==> config.mk <==
export PLATFORM = sky130hd
export DESIGN_NAME = rcv_bit_timer_flat
export DESIGN_NICKNAME = d
export VERILOG_FILES = /design/src/rtl/rcv_bit_timer_if.sv /design/src/rtl/rcv_bit_timer.sv /design/src/flat_wrapper.sv
export SDC_FILE = /design/constraint.sdc
export NUM_CORES = 1
export LEC_CHECK = 0
export BUFFER_PORTS_ARGS = -buffer_cell sky130_fd_sc_hd__buf_2
export CAP_MARGIN = 10
export CORE_MARGIN = 4
export CORE_UTILIZATION = 50
export CTS_BUF_LIST = sky130_fd_sc_hd__clkbuf_16
export CTS_CLUSTER_DIAMETER = 60
export DETAILED_ROUTE_END_ITERATION = 8
export HOLD_SLACK_MARGIN = 0.15
export PLACE_DENSITY = 0.83
export SETUP_SLACK_MARGIN = 0.3
export SYNTH_ARGS = -nofsm -noshare
export SYNTH_HDL_FRONTEND = slang
export SYNTH_SLANG_ARGS = --single-unit
==> constraint.sdc <==
create_clock -name clk -period 3.3 [get_ports clk]
set_clock_uncertainty 0.1 [all_clocks]
set_input_delay 0.165 -clock clk [delete_from_list [all_inputs] [get_ports clk]]
set_output_delay 0.165 -clock clk [all_outputs]
set_load 0.005 [all_outputs]
==> src/rtl/rcv_bit_timer_if.sv <==
`default_nettype none
// ============================================================================
// Module   : rcv_bit_timer_if
// Purpose  : Controller <-> bit-timer signal bundle for the serial receiver.
// Revision : 1.0 - initial release
// ============================================================================
interface rcv_bit_timer_if #(
    parameter int PERIOD_WIDTH = 8,
    parameter int MAX_BITS     = 16
);
    localparam int IDX_WIDTH = $clog2(MAX_BITS + 1);

    logic                    enable_timer;
    logic [PERIOD_WIDTH-1:0] bit_period;
    logic [IDX_WIDTH-1:0]    data_size;
    logic                    shift_strobe;
    logic [IDX_WIDTH-1:0]    bit_index;
    logic                    stop_sample;
    logic                    packet_done;
    logic                    busy;

    modport master (
        output enable_timer, bit_period, data_size,
        input  shift_strobe, bit_index, stop_sample, packet_done, busy
    );

    modport slave (
        input  enable_timer, bit_period, data_size,
        output shift_strobe, bit_index, stop_sample, packet_done, busy
    );
endinterface
`default_nettype wire

==> src/rtl/rcv_bit_timer.sv <==
`default_nettype none
// ============================================================================
// Module   : rcv_bit_timer
// Purpose  : Bit-period timer that strobes mid-bit samples and flags packet end.
// Revision : 1.0 - initial release
// ============================================================================
module rcv_bit_timer #(
    parameter int PERIOD_WIDTH = 8,
    parameter int MAX_BITS     = 16
) (
    input  wire logic         clk,
    input  wire logic         n_rst,
    rcv_bit_timer_if.slave    bus
);
    localparam int IDX_WIDTH = $clog2(MAX_BITS + 1);

    localparam logic [PERIOD_WIDTH-1:0] c_period_min = PERIOD_WIDTH'(2);
    localparam logic [PERIOD_WIDTH-1:0] c_period_one = PERIOD_WIDTH'(1);
    localparam logic [IDX_WIDTH-1:0]    c_size_max   = IDX_WIDTH'(MAX_BITS);
    localparam logic [IDX_WIDTH-1:0]    c_idx_one    = IDX_WIDTH'(1);
    localparam logic [IDX_WIDTH:0]      c_bit_one    = (IDX_WIDTH+1)'(1);

    typedef enum logic [1:0] {
        S_IDLE = 2'd0,
        S_RUN  = 2'd1,
        S_DONE = 2'd2
    } state_t;

    state_t                  r_state, w_state_next;
    logic                    r_enable_prev;
    logic [PERIOD_WIDTH-1:0] r_period, w_period_next;
    logic [IDX_WIDTH-1:0]    r_size,   w_size_next;
    logic [PERIOD_WIDTH-1:0] r_phase,  w_phase_next;
    logic [IDX_WIDTH:0]      r_bit,    w_bit_next;
    logic                    r_strobe, w_strobe_next;
    logic [IDX_WIDTH-1:0]    r_index,  w_index_next;
    logic                    r_stop,   w_stop_next;
    logic                    r_done,   w_done_next;
    logic                    r_busy,   w_busy_next;

    logic                    w_start;
    logic                    w_wrap;
    logic [PERIOD_WIDTH-1:0] w_half;
    logic [PERIOD_WIDTH-1:0] w_phase_inc;
    logic [IDX_WIDTH:0]      w_bit_inc;
    logic [PERIOD_WIDTH-1:0] w_period_eff;
    logic [IDX_WIDTH-1:0]    w_size_eff;

    assign w_start      = bus.enable_timer && !r_enable_prev;
    assign w_half       = {1'b0, r_period[PERIOD_WIDTH-1:1]};
    assign w_wrap       = (r_phase == r_period - c_period_one);
    assign w_phase_inc  = w_wrap ? '0 : r_phase + c_period_one;
    assign w_bit_inc    = w_wrap ? r_bit + c_bit_one : r_bit;
    assign w_period_eff = (bus.bit_period < c_period_min) ? c_period_min : bus.bit_period;
    assign w_size_eff   = (bus.data_size == '0)        ? c_idx_one  :
                          (bus.data_size > c_size_max) ? c_size_max : bus.data_size;

    always_ff @(posedge clk or negedge n_rst) begin
        if (!n_rst) begin
            r_state       <= S_IDLE;
            r_enable_prev <= 1'b0;
            r_period      <= '0;
            r_size        <= '0;
            r_phase       <= '0;
            r_bit         <= '0;
            r_strobe      <= 1'b0;
            r_index       <= '0;
            r_stop        <= 1'b0;
            r_done        <= 1'b0;
            r_busy        <= 1'b0;
        end else begin
            r_state       <= w_state_next;
            r_enable_prev <= bus.enable_timer;
            r_period      <= w_period_next;
            r_size        <= w_size_next;
            r_phase       <= w_phase_next;
            r_bit         <= w_bit_next;
            r_strobe      <= w_strobe_next;
            r_index       <= w_index_next;
            r_stop        <= w_stop_next;
            r_done        <= w_done_next;
            r_busy        <= w_busy_next;
        end
    end

    always_comb begin
        w_state_next  = r_state;
        w_period_next = r_period;
        w_size_next   = r_size;
        w_phase_next  = r_phase;
        w_bit_next    = r_bit;
        w_strobe_next = 1'b0;
        w_index_next  = r_index;
        w_stop_next   = 1'b0;
        w_done_next   = 1'b0;
        w_busy_next   = 1'b0;

        case (r_state)
            S_IDLE: begin
                w_phase_next = '0;
                w_bit_next   = '0;
                if (w_start) begin
                    w_state_next  = S_RUN;
                    w_period_next = w_period_eff;
                    w_size_next   = w_size_eff;
                    w_busy_next   = 1'b1;
                end
            end
            S_RUN: begin
                if (!bus.enable_timer) begin
                    // Abort: anything that would have registered this edge is dropped.
                    w_state_next = S_IDLE;
                    w_phase_next = '0;
                    w_bit_next   = '0;
                end else if (r_stop) begin
                    // Stop strobe is on the outputs now, so the packet ends on this edge.
                    w_state_next = S_DONE;
                    w_done_next  = 1'b1;
                    w_busy_next  = 1'b1;
                end else begin
                    w_phase_next = w_phase_inc;
                    w_bit_next   = w_bit_inc;
                    w_busy_next  = 1'b1;
                    if ((w_phase_inc == w_half) && (w_bit_inc != '0)) begin
                        w_strobe_next = 1'b1;
                        w_index_next  = w_bit_inc[IDX_WIDTH-1:0] - c_idx_one;
                        w_stop_next   = (w_bit_inc == ({1'b0, r_size} + c_bit_one));
                    end
                end
            end
            S_DONE: begin
                if (!bus.enable_timer) begin
                    w_state_next = S_IDLE;
                    w_phase_next = '0;
                    w_bit_next   = '0;
                end
            end
            default: begin
                w_state_next = S_IDLE;
                w_phase_next = '0;
                w_bit_next   = '0;
            end
        endcase
    end

    assign bus.shift_strobe = r_strobe;
    assign bus.bit_index    = r_index;
    assign bus.stop_sample  = r_stop;
    assign bus.packet_done  = r_done;
    assign bus.busy         = r_busy;
endmodule
`default_nettype wire
==> src/flat_wrapper.sv <==
// flat-port wrapper written by rule: the top's interface ports become plain ports
module rcv_bit_timer_flat 
#(
    parameter int PERIOD_WIDTH = 8,
    parameter int MAX_BITS     = 16
)
  (clk, n_rst, bus_enable_timer, bus_bit_period, bus_data_size, bus_shift_strobe, bus_bit_index, bus_stop_sample, bus_packet_done, bus_busy);
  rcv_bit_timer_if #(.PERIOD_WIDTH(PERIOD_WIDTH), .MAX_BITS(MAX_BITS)) bus_i ();
  input  wire logic clk;
  input  wire logic n_rst;
  input wire logic [$bits(bus_i.enable_timer)-1:0] bus_enable_timer;
  input wire logic [$bits(bus_i.bit_period)-1:0] bus_bit_period;
  input wire logic [$bits(bus_i.data_size)-1:0] bus_data_size;
  output wire logic [$bits(bus_i.shift_strobe)-1:0] bus_shift_strobe;
  output wire logic [$bits(bus_i.bit_index)-1:0] bus_bit_index;
  output wire logic [$bits(bus_i.stop_sample)-1:0] bus_stop_sample;
  output wire logic [$bits(bus_i.packet_done)-1:0] bus_packet_done;
  output wire logic [$bits(bus_i.busy)-1:0] bus_busy;
  assign bus_i.enable_timer = bus_enable_timer;
  assign bus_i.bit_period = bus_bit_period;
  assign bus_i.data_size = bus_data_size;
  assign bus_shift_strobe = bus_i.shift_strobe;
  assign bus_bit_index = bus_i.bit_index;
  assign bus_stop_sample = bus_i.stop_sample;
  assign bus_packet_done = bus_i.packet_done;
  assign bus_busy = bus_i.busy;
  rcv_bit_timer #(.PERIOD_WIDTH(PERIOD_WIDTH), .MAX_BITS(MAX_BITS)) u_core (.clk(clk), .n_rst(n_rst), .bus(bus_i));
endmodule
==> results of run 1 <==
==> flip-flops by register name, summed over array words and instances, names as in the netlist <==
name                     flops
u_core.bus.bit_index         5
u_core.bus.busy              1
u_core.bus.packet_done       1
u_core.bus.shift_strobe      1
u_core.bus.stop_sample       1
u_core.r_bit                 6
u_core.r_enable_prev         1
u_core.r_period              8
u_core.r_phase               8
u_core.r_size                5
u_core.r_state               2
==> power groups by stage <==
stage	Sequential, uW	Combinational, uW	Clock, uW
2_1_floorplan	557	207	0
3_3_place_gp	553	303	0
3_5_place_dp	555	312	0
4_1_cts	547	342	532
5_1_grt	553	391	557
6_report	547	354	532
==> metrics by stage <==
| stage | worst slack (ns) | instance area (um2) |
|---|---|---|
| floorplan | -0.1959 | 2581 |
| global placement | -0.07626 | 2849 |
| detailed placement | -0.1426 | 2849 |
| CTS | -0.1514 | 3276 |
| global route | -0.3567 | 3329 |
| finish | -0.2405 | 3329 |
==> repair_timing <==
action / 4_1_cts / 5_1_grt
gates cloned: 1 / 0
pin swaps: 6 / 4
gates resized for setup: 20 / 15
hold buffers: 15 / 0
endpoints found under the hold margin: 53 / 0
buffers inserted: 8 / 2
endpoints found under the setup margin: 19 / 21
==> final cells by class <==
type	instances	share of cell area (%)
repair buffers	71	16.69
well taps	67	2.518
clock buffers	5	3.758
inverters	7	0.7892
clock inverters	2	1.015
multi-input cells	223	45.92
flip-flops and latches	39	29.31
==> path summary, 6_finish.rpt <==
| check | start | endpoint | slack (ns) | cells past startpoint |
|---|---|---|---|---|
| setup / recovery | u_core.r_period[2] | u_core.bus.bit_index[4] | -0.24 | 13 |
| hold / removal | u_core.r_enable_prev | u_core.bus.busy | 0.39 | 1 |
| setup reg to reg | u_core.r_period[2] | u_core.bus.bit_index[4] | -0.24 | 13 |
| hold reg to reg | u_core.r_enable_prev | u_core.bus.busy | 0.39 | 1 |
| max in group asynchronous | n_rst | u_core.r_bit[3] | 2.12 | 2 |
| min in group asynchronous | n_rst | u_core.r_period[1] | 0.42 | 2 |
==> worst max-delay path, cell delays in order (launching register included) <==
cell       delay [ns]
dfrtp_1          0.38
or4_4            0.54
or4_4            0.42
a2111o_1         0.41
a2111oi_4        0.32
buf_4            0.21
nand4_4          0.11
buf_4            0.17
buf_6            0.10
buf_6            0.10
buf_6            0.11
o22ai_1          0.17
xnor2_1          0.18
a21oi_1          0.10
==> layout by cell type, fill, tap and decap left out, drive strengths merged, types with 8 or more instances in the layout <==
cell type    Yosys  routed
a21oi           11      11
buf              4      56
dfrtp           39      39
dlygate4sd3      0      15
inv              7       8
nand2           51      51
nand3            8       8
nor2            12      12
o21ai           18      18
o31ai            8       8
xnor2           29      29
xor2            11      11
==> logic make-up (layout without fill, tap and decap cells) <==
| family | after synthesis | count (layout) |
|---|---|---|
| AOI/OAI and AO/OA | 64 | 64 |
| xor gates and xnor gates | 40 | 40 |
| adders and majority gates | 4 | 4 |
| buffers and inverters | 29 | 85 |
| DFF | 39 | 39 |
| muxes | 7 | 7 |
| and+or+nand+nor | 108 | 108 |
==> metal layers <==
layer	track usage [%]	share of wire (%)	vias to the layer above
li1	-	-	1146
met1	28.76	43	1135
met2	37.90	48	77
met3	4.515	5.1	21
met4	9.628	3.9	0
met5	0	0	-
==> metrics.yaml, run 1 <==
outcome: "finished with violations"
violations: "setup timing"
finalPower_uw: 1433
grt_pass1_vias: 2335
dp.cells: 381
drt-initial-drc-count: 258
start_kind: "flop"
grt_setup_unrepaired: "yes"
synth_most_common_cell: "nand2_1"
multiInputGateArea_um2: 1529
fin_crit_sh_pct: 107.3
seq_area_um2: 975.9
syn-num-nets: 311
synthTopCellsByCount: "51 x nand2_1, 39 x dfrtp_1, 29 x xnor2_1, 18 x clkbuf_1, 18 x o21ai_0"
clock-root-buffer: "clkbuf_16"
end_kind: "flop"
ys_warn_count: 0
worstSetupPathType: "flop to flop"
slew_viol_final: 0
syn-cell-area_um2: 2581
ant_nets: 0
hold_viol_final: 0
worst_hold_slack_ns: 0.3870
cts_buffers: 5
cts.sinks: 39
clkTransAtPathRegs_ns: 0.06
synth_top_cell_by_area: "dfrtp_1"
die_w_um: 79.85
synth_fa_ha_area_share_pct: 1.939
ys.flop_type: "dfrtp_1"
power_frac_clock_pct: 37.1
hpwl_um: 4228
comb_power_share_pct: 24.7
dieHeight_um: 79.85
io_buffers: 24
synthXorXnorAreaFrac_pct: 13.57
synth.area.mux_share_pct: 3.684
routed_wl_um: 6685
synth_top_area_share_pct: 37.81
gp_congestion: 0.8461
p_int_uw: 1041
maxCapViolations: 0
die-area_um2: 6376
p_sw_uw: 392.7
grt_max_degree: 40
syn_avg_cell_area_um2: 8.870
antenna_found_initial: 0
fin_setup_tns_ns: -1.085
viasPerCell: 5.746
grt_pass1_wl_um: 11300
clock_path_buffers: 2
ys_types: 48
pwr-share-seq_pct: 38.2
grt_overflow: 0
fin_util_pct: 68.67
synth_area_leaders: "dfrtp_1 38%, xnor2_1 9.8%, nand2_1 7.4%, xor2_1 3.7%, o21ai_0 3.5%"
powerDensity_nw_per_um2: 430.5
track_usage_pct: 22.79
nFillCells: 343
row_count: 25
min_path_type: "flop to flop"
fmax_mhz: 282.4
synth_seq_area_share_pct: 37.81
setup_viol: 9
antenna_cells: 0
clk_latency_ns: 0.28
relSlewSlack_pct: 42.34
vdd_drop_max_mv: 0.3590
wire_per_inst_um: 16.15
ys_ff_latch: 39
synth_compound_area_share_pct: 17.35
cp_max_fo: 4
vias: 2379
leakagePower_uw: 0.001538
drive_gt1_share_pct: 23.63
postSynthCellCount: 291
cts_tree: "yes"
initial_utilization_pct: 53.24
fin_ws_ns: -0.2405
core_area_um2: 4848
synth_edf_count: 0
nets: 367
synthSimpleGateAreaFrac_pct: 20.99
io_pins: 25
final-instance-count-excl-fill: 414
worstPathArrival_ns: 3.60
synth_top_family_by_area: "simple AND/OR/NAND/NOR gates"
fin_crit_ns: 3.541
areaGrowthSynthToFinish_pct: 28.99
worst_ep_required_time_ns: 3.36
drc: 0
synthArstFlopShare_pct: 100.0
first_pass_iters: 4
tightest_slew_ns: 0.8650
htreeDepth: 2
switching_share_pct: 27.40
No activity file was read; power rests on OpenSTA's default activity.
==> run 2: changes to the inputs <==
==> constraint.sdc (replaced) <==
create_clock -name clk -period 3.3 [get_ports clk]
set_clock_uncertainty 0.1 [all_clocks]
set_input_delay 0.165 -clock clk [delete_from_list [all_inputs] [get_ports clk]]
set_output_delay 0.165 -clock clk [all_outputs]
set_load 0.05 [all_outputs]
==> metrics.yaml, run 2 (same netlist as run 1, synthesis figures left out) <==
outcome: "finished with violations"
violations: "setup timing"
final_cell_mix: "50 x nand2_1, 39 x dfrtp_1, 29 x xnor2_1, 27 x buf_4, 24 x buf_2"
powerDensity_nw_per_um2: 421.3  # -2.1%
dp.cells: 380  # -0.26%
setup_viol: 7  # -2
final_common_cell: "nand2_1"
nets: 366  # -0.27%
grt_pass1_vias: 2466  # +5.6%
crit_path_top_delay_cell: "or4_4"
io_buffers: 24  # unchanged
core_area_um2: 4848  # unchanged
highest_layer: "met4"
clk_latency_ns: 0.28  # about the same
fmax_mhz: 285.2  # +0.97%
ant_nets: 0  # unchanged
die-area_um2: 6376  # unchanged
first_pass_iters: 5  # +1
clock-root-buffer: "clkbuf_16"
p_sw_uw: 416.0  # +5.9%
vias: 2411  # +1.3%
viasPerCell: 5.838  # +1.6%
crit_chain: "or4_4 > or4_4 > a2111o_1 > a2111oi_4 > buf_4 > nand4_4 > mux2_4 > o21a_4 > mux2_4"
reg2reg_slack_ns: -0.21  # +0.03 ns
htreeDepth: 2  # unchanged
die_w_um: 79.85  # unchanged
final-instance-count-excl-fill: 413  # -0.24%
wl_met1_um: 2770  # -2.9%
maxCapViolations: 0  # unchanged
p_int_uw: 964.0  # -7.4%
worstPathArrival_ns: 3.57  # -0.03 ns
dieHeight_um: 79.85  # unchanged
initial_utilization_pct: 53.24  # unchanged
slew_viol_final: 0  # unchanged
cp_max_fo: 6  # +2
fin_crit_sh_pct: 106.3  # -1.0 points
worst_ep_required_time_ns: 3.37  # about the same
crit_family: "simple AND/OR/NAND/NOR gates"
fin_crit_ns: 3.506  # -0.03411 ns
comb_power_share_pct: 27.4  # +2.7 points
start_kind: "flop"
io_pins: 25  # unchanged
drive_gt1_share_pct: 23.41  # -0.22 points
routed_wl_um: 6807  # +1.8%
track_usage_pct: 23.27  # +0.48 points
min_path_type: "flop to flop"
areaGrowthSynthToFinish_pct: 26.90
leakagePower_uw: 0.001504  # -2.2%
switching_share_pct: 30.14  # +2.7 points
wl_met2_um: 3404  # +5.6%
pwr-share-seq_pct: 39.8  # +1.6 points
wire_per_inst_um: 16.48  # +2.1%
worstSetupPathType: "flop to flop"
power_frac_clock_pct: 32.9  # -4.2 points
clock_path_buffers: 2  # unchanged
row_count: 25  # unchanged
wl_met3_um: 436  # +27%
finalPower_uw: 1380  # -3.7%
hpwl_um: 4185  # -1.0%
max_stage_delay_ns: 0.52  # -0.02 ns
grt_setup_unrepaired: "yes"
hold_viol_final: 0  # unchanged
grt_max_degree: 40  # unchanged
grt_overflow: 0  # unchanged
vdd_drop_max_mv: 0.4331  # +21%
relSlewSlack_pct: 41.43  # -0.91 points
drc: 0  # unchanged
grt_pass1_wl_um: 11690  # +3.5%
cts.sinks: 39  # unchanged
drt-initial-drc-count: 305  # +18%
gp_congestion: 0.9406  # +11%
top_regs: "u_core.r_period: 8 flops, u_core.r_phase: 8 flops, u_core.r_bit: 6 flops"
fin_ws_ns: -0.2064  # +0.03411 ns
critPathBufInv: 1  # -4
clkTransAtPathRegs_ns: 0.06  # about the same
cts_buffers: 5  # unchanged
end_kind: "flop"
tightest_slew_ns: 0.8786  # +0.01358 ns
place_ws_ns: -0.1408  # +0.001783 ns
antenna_cells: 0  # unchanged
cts_tree: "yes"
antenna_found_initial: 0  # unchanged
-- run 2: final cells by class --
| type | instances | area [um2] |
|---|---|---|
| clock buffer | 5 | 125.1 |
| multi-input combinational | 223 | 1534 |
| timing repair buffer | 70 | 521.8 |
| tap | 67 | 83.83 |
| inverter | 7 | 26.28 |
| fill | 348 | 1573 |
| sequential | 39 | 975.9 |
| clock inverter | 2 | 8.758 |
-- run 2: what timing repair did --
action / CTS / global route
pin swaps: 6 / 4
setup buffers: 9 / 2
endpoints found under the hold margin: 53 / 0
endpoints found under the setup margin: 18 / 21
gates resized for setup: 16 / 7
gates cloned: 0 / 0
hold buffers: 15 / 0
-- run 2: worst reg2reg max path, delay by kind of cell, from the launching register on --
family                 cells  cell delay (ns)
muxes                      2             0.65
buffers and inverters      1             0.21
and+or+nand+nor            3             1.08
DFF                        1             0.39
AOI/OAI and AO/OA          3             0.97
-- run 2: routing by layer --
| layer | GRT usage (%) | up-vias |
|---|---|---|
| met3 | 3.837 | 18 |
| met5 | 0 | - |
| met4 | 9.797 | 0 |
| met2 | 39.82 | 122 |
| met1 | 28.91 | 1145 |
| li1 | - | 1126 |
-- run 2: path summary, 6_finish.rpt --
kind	from	end	cells after the start
min reg2reg	u_core.r_enable_prev	u_core.bus.busy	1
max in group asynchronous	n_rst	u_core.r_bit[0]	2
max reg2reg	u_core.r_period[3]	u_core.bus.bit_index[0]	9
max	u_core.r_period[3]	u_core.bus.bit_index[0]	9
min in group asynchronous	n_rst	u_core.bus.packet_done	2
min	u_core.r_enable_prev	u_core.bus.busy	1
-- run 2: power by group through the flow --
stage	clock network, uW	registers, uW	logic [uW]
CTS	456	547	356
global route	478	553	414
detailed placement	0	555	319
global placement	0	551	312
finish	453	549	377
floorplan	0	569	207
-- run 2: stage by stage --
stage	instance area, um2	setup TNS, ns	hold slack, ns	util (%)
floorplan	2582	-0.8486	-0.2306	-
global placement	2841	-0.3047	0.2095	58.61
detailed placement	2841	-0.5570	0.2192	58.61
CTS	3231	-0.5946	0.3787	66.63
global route	3276	-2.153	0.4237	67.56
finish	3276	-1.197	0.3768	67.56
==> run 3: changes to the inputs <==
--- a/config.mk
+++ b/config.mk
@@ -8,12 +8,13 @@
 export BUFFER_PORTS_ARGS = -buffer_cell sky130_fd_sc_hd__buf_2
 export CAP_MARGIN = 10
 export CORE_MARGIN = 4
-export CORE_UTILIZATION = 50
+export CORE_UTILIZATION = 54
 export CTS_BUF_LIST = sky130_fd_sc_hd__clkbuf_16
 export CTS_CLUSTER_DIAMETER = 60
 export DETAILED_ROUTE_END_ITERATION = 8
+export GPL_ROUTABILITY_DRIVEN = 0
 export HOLD_SLACK_MARGIN = 0.15
-export PLACE_DENSITY = 0.83
+export PLACE_DENSITY = 0.88
 export SETUP_SLACK_MARGIN = 0.3
 export SYNTH_ARGS = -nofsm -noshare
 export SYNTH_HDL_FRONTEND = slang
==> metrics.yaml, run 3 (same netlist as run 1, synthesis figures left out) <==
holdPathStages: 1  # unchanged
grt_max_degree: 40  # unchanged
pwr-share-seq_pct: 39.4  # -0.4 points
areaGrowthSynthToFinish_pct: 26.22
leakagePower_uw: 0.001481  # -1.5%
antenna_found_initial: 0  # unchanged
nets: 360  # -1.6%
wire_per_inst_um: 17.12  # +3.9%
clkTransAtPathRegs_ns: 0.06  # about the same
hold_viol_final: 0  # unchanged
fin_crit_sh_pct: 104.8  # -1.5 points
worstSetupPathType: "flop to flop"
viasPerCell: 6.020  # +3.1%
die_w_um: 77.14  # -3.4%
vdd_drop_max_mv: 0.3734  # -14%
first_pass_iters: 4  # -1
die-area_um2: 5950  # -6.7%
cts.sinks: 39  # unchanged
grt_setup_unrepaired: "yes"
powerDensity_nw_per_um2: 428.2  # +1.6%
top_regs: "u_core.r_period: 8 flops, u_core.r_phase: 8 flops, u_core.r_bit: 6 flops"
slew_viol_final: 0  # unchanged
htreeDepth: 2  # unchanged
dp.cells: 365  # -3.9%
min_path_type: "flop to flop"
routed_wl_um: 6727  # -1.2%
grt_pass1_vias: 2326  # -5.7%
dieHeight_um: 77.14  # -3.4%
grt_overflow: 0  # unchanged
antenna_cells: 0  # unchanged
core_area_um2: 4474  # -7.7%
end_kind: "flop"
cp_max_fo: 6  # unchanged
track_usage_pct: 22.87  # -0.40 points
finalPower_uw: 1395  # +1.1%
cts_tree: "yes"
tightest_slew_ns: 0.8594  # -0.01915 ns
fin_ws_ns: -0.1578  # +0.04866 ns
row_count: 24  # -4.0%
vias: 2366  # -1.9%
p_sw_uw: 428.5  # +3.0%
io_pins: 25  # unchanged
initial_utilization_pct: 57.69  # +4.5 points
clock_path_buffers: 2  # unchanged
grt_pass1_wl_um: 11020  # -5.7%
start_kind: "flop"
setup_viol: 5  # -2
comb_power_share_pct: 26.4  # -1.0 points
drc: 0  # unchanged
worst_ep_required_time_ns: 3.37  # about the same
power_frac_clock_pct: 34.2  # +1.3 points
violations: "setup timing"
hpwl_um: 4056  # -3.1%
fin_setup_tns_ns: -0.6279  # +0.5693 ns
outcome: "finished with violations"
io_buffers: 24  # unchanged
ff2ff_path_depth: 9  # unchanged
clk_latency_ns: 0.29  # about the same
clock-root-buffer: "clkbuf_16"
final-instance-count-excl-fill: 393  # -4.8%
maxCapViolations: 0  # unchanged
switching_share_pct: 30.72  # +0.57 points
cts_buffers: 5  # unchanged
place_ws_ns: -0.1320  # +0.008756 ns
fmax_mhz: 289.2  # +1.4%
worstPathArrival_ns: 3.52  # -0.05 ns
final_common_cell: "nand2_1"
drive_gt1_share_pct: 23.46  # +0.050 points
relSlewSlack_pct: 42.71  # +1.3 points
drt-initial-drc-count: 224  # -27%
fin_crit_ns: 3.458  # -0.04866 ns
p_int_uw: 966.5  # +0.26%
ant_nets: 0  # unchanged
final_cell_mix: "50 x nand2_1, 39 x dfrtp_1, 29 x xnor2_1, 24 x buf_2, 19 x buf_4"
## run 3: routing by layer
metal	GRT usage (%)	vias up	share of wire, %
met1	29.70	1123	43
met5	0	-	0
met2	37.13	94	47
met4	9.964	0	2.9
met3	4.215	23	6.9
li1	-	1126	-
## run 3: what timing repair did
item,CTS,global route
hold buffers,15,0
buffers inserted,1,4
endpoints found under the hold margin,53,0
endpoints found under the setup margin,21,21
resized for setup,2,30
pin swaps,0,5
## run 3: final cells by class
type                    count  area (um2)
multi-input cells         223        1562
fillers                   289        1216
well taps                  52       65.06
clock buffers               5       125.1
flip-flops and latches     39       975.9
clock inverters             3       20.02
inverters                   7       26.28
repair buffers             64       484.2
## run 3: path summary, 6_finish.rpt
check	from	to	slack (ns)
max in group asynchronous	n_rst	u_core.r_phase[6]	2.14
min	u_core.r_enable_prev	u_core.bus.busy	0.37
max reg2reg	u_core.r_period[2]	u_core.bus.bit_index[1]	-0.16
min in group asynchronous	n_rst	u_core.r_period[5]	0.42
max	u_core.r_period[2]	u_core.bus.bit_index[1]	-0.16
min reg2reg	u_core.r_enable_prev	u_core.bus.busy	0.37
## run 3: power by group through the flow
stage	combinational (uW)	clock (uW)	sequential, uW
final	369	477	549
after global placement	311	0	553
after detailed placement	319	0	556
after CTS	343	481	548
after global routing	403	504	554
after floorplan	207	0	569
## run 3: critical path, stage by stage (launching register included)
cell and delay (ns):
dfrtp_1 0.37, or4_4 0.53, or4_4 0.44, a2111o_1 0.42, a2111oi_4 0.32, buf_6 0.18, nand4_4 0.10, mux2_4 0.33
o21a_4 0.23, mux2_4 0.30
## run 3: metrics by stage
step / cell area [um2] / hold WS (ns) / utilization, %
floorplan: 2582 / -0.2306 / -
global route: 3258 / 0.4075 / 72.82
global placement: 2823 / 0.2036 / 63.09
detailed placement: 2823 / 0.2122 / 63.09
CTS: 3129 / 0.3706 / 69.94
finish: 3258 / 0.3699 / 72.82
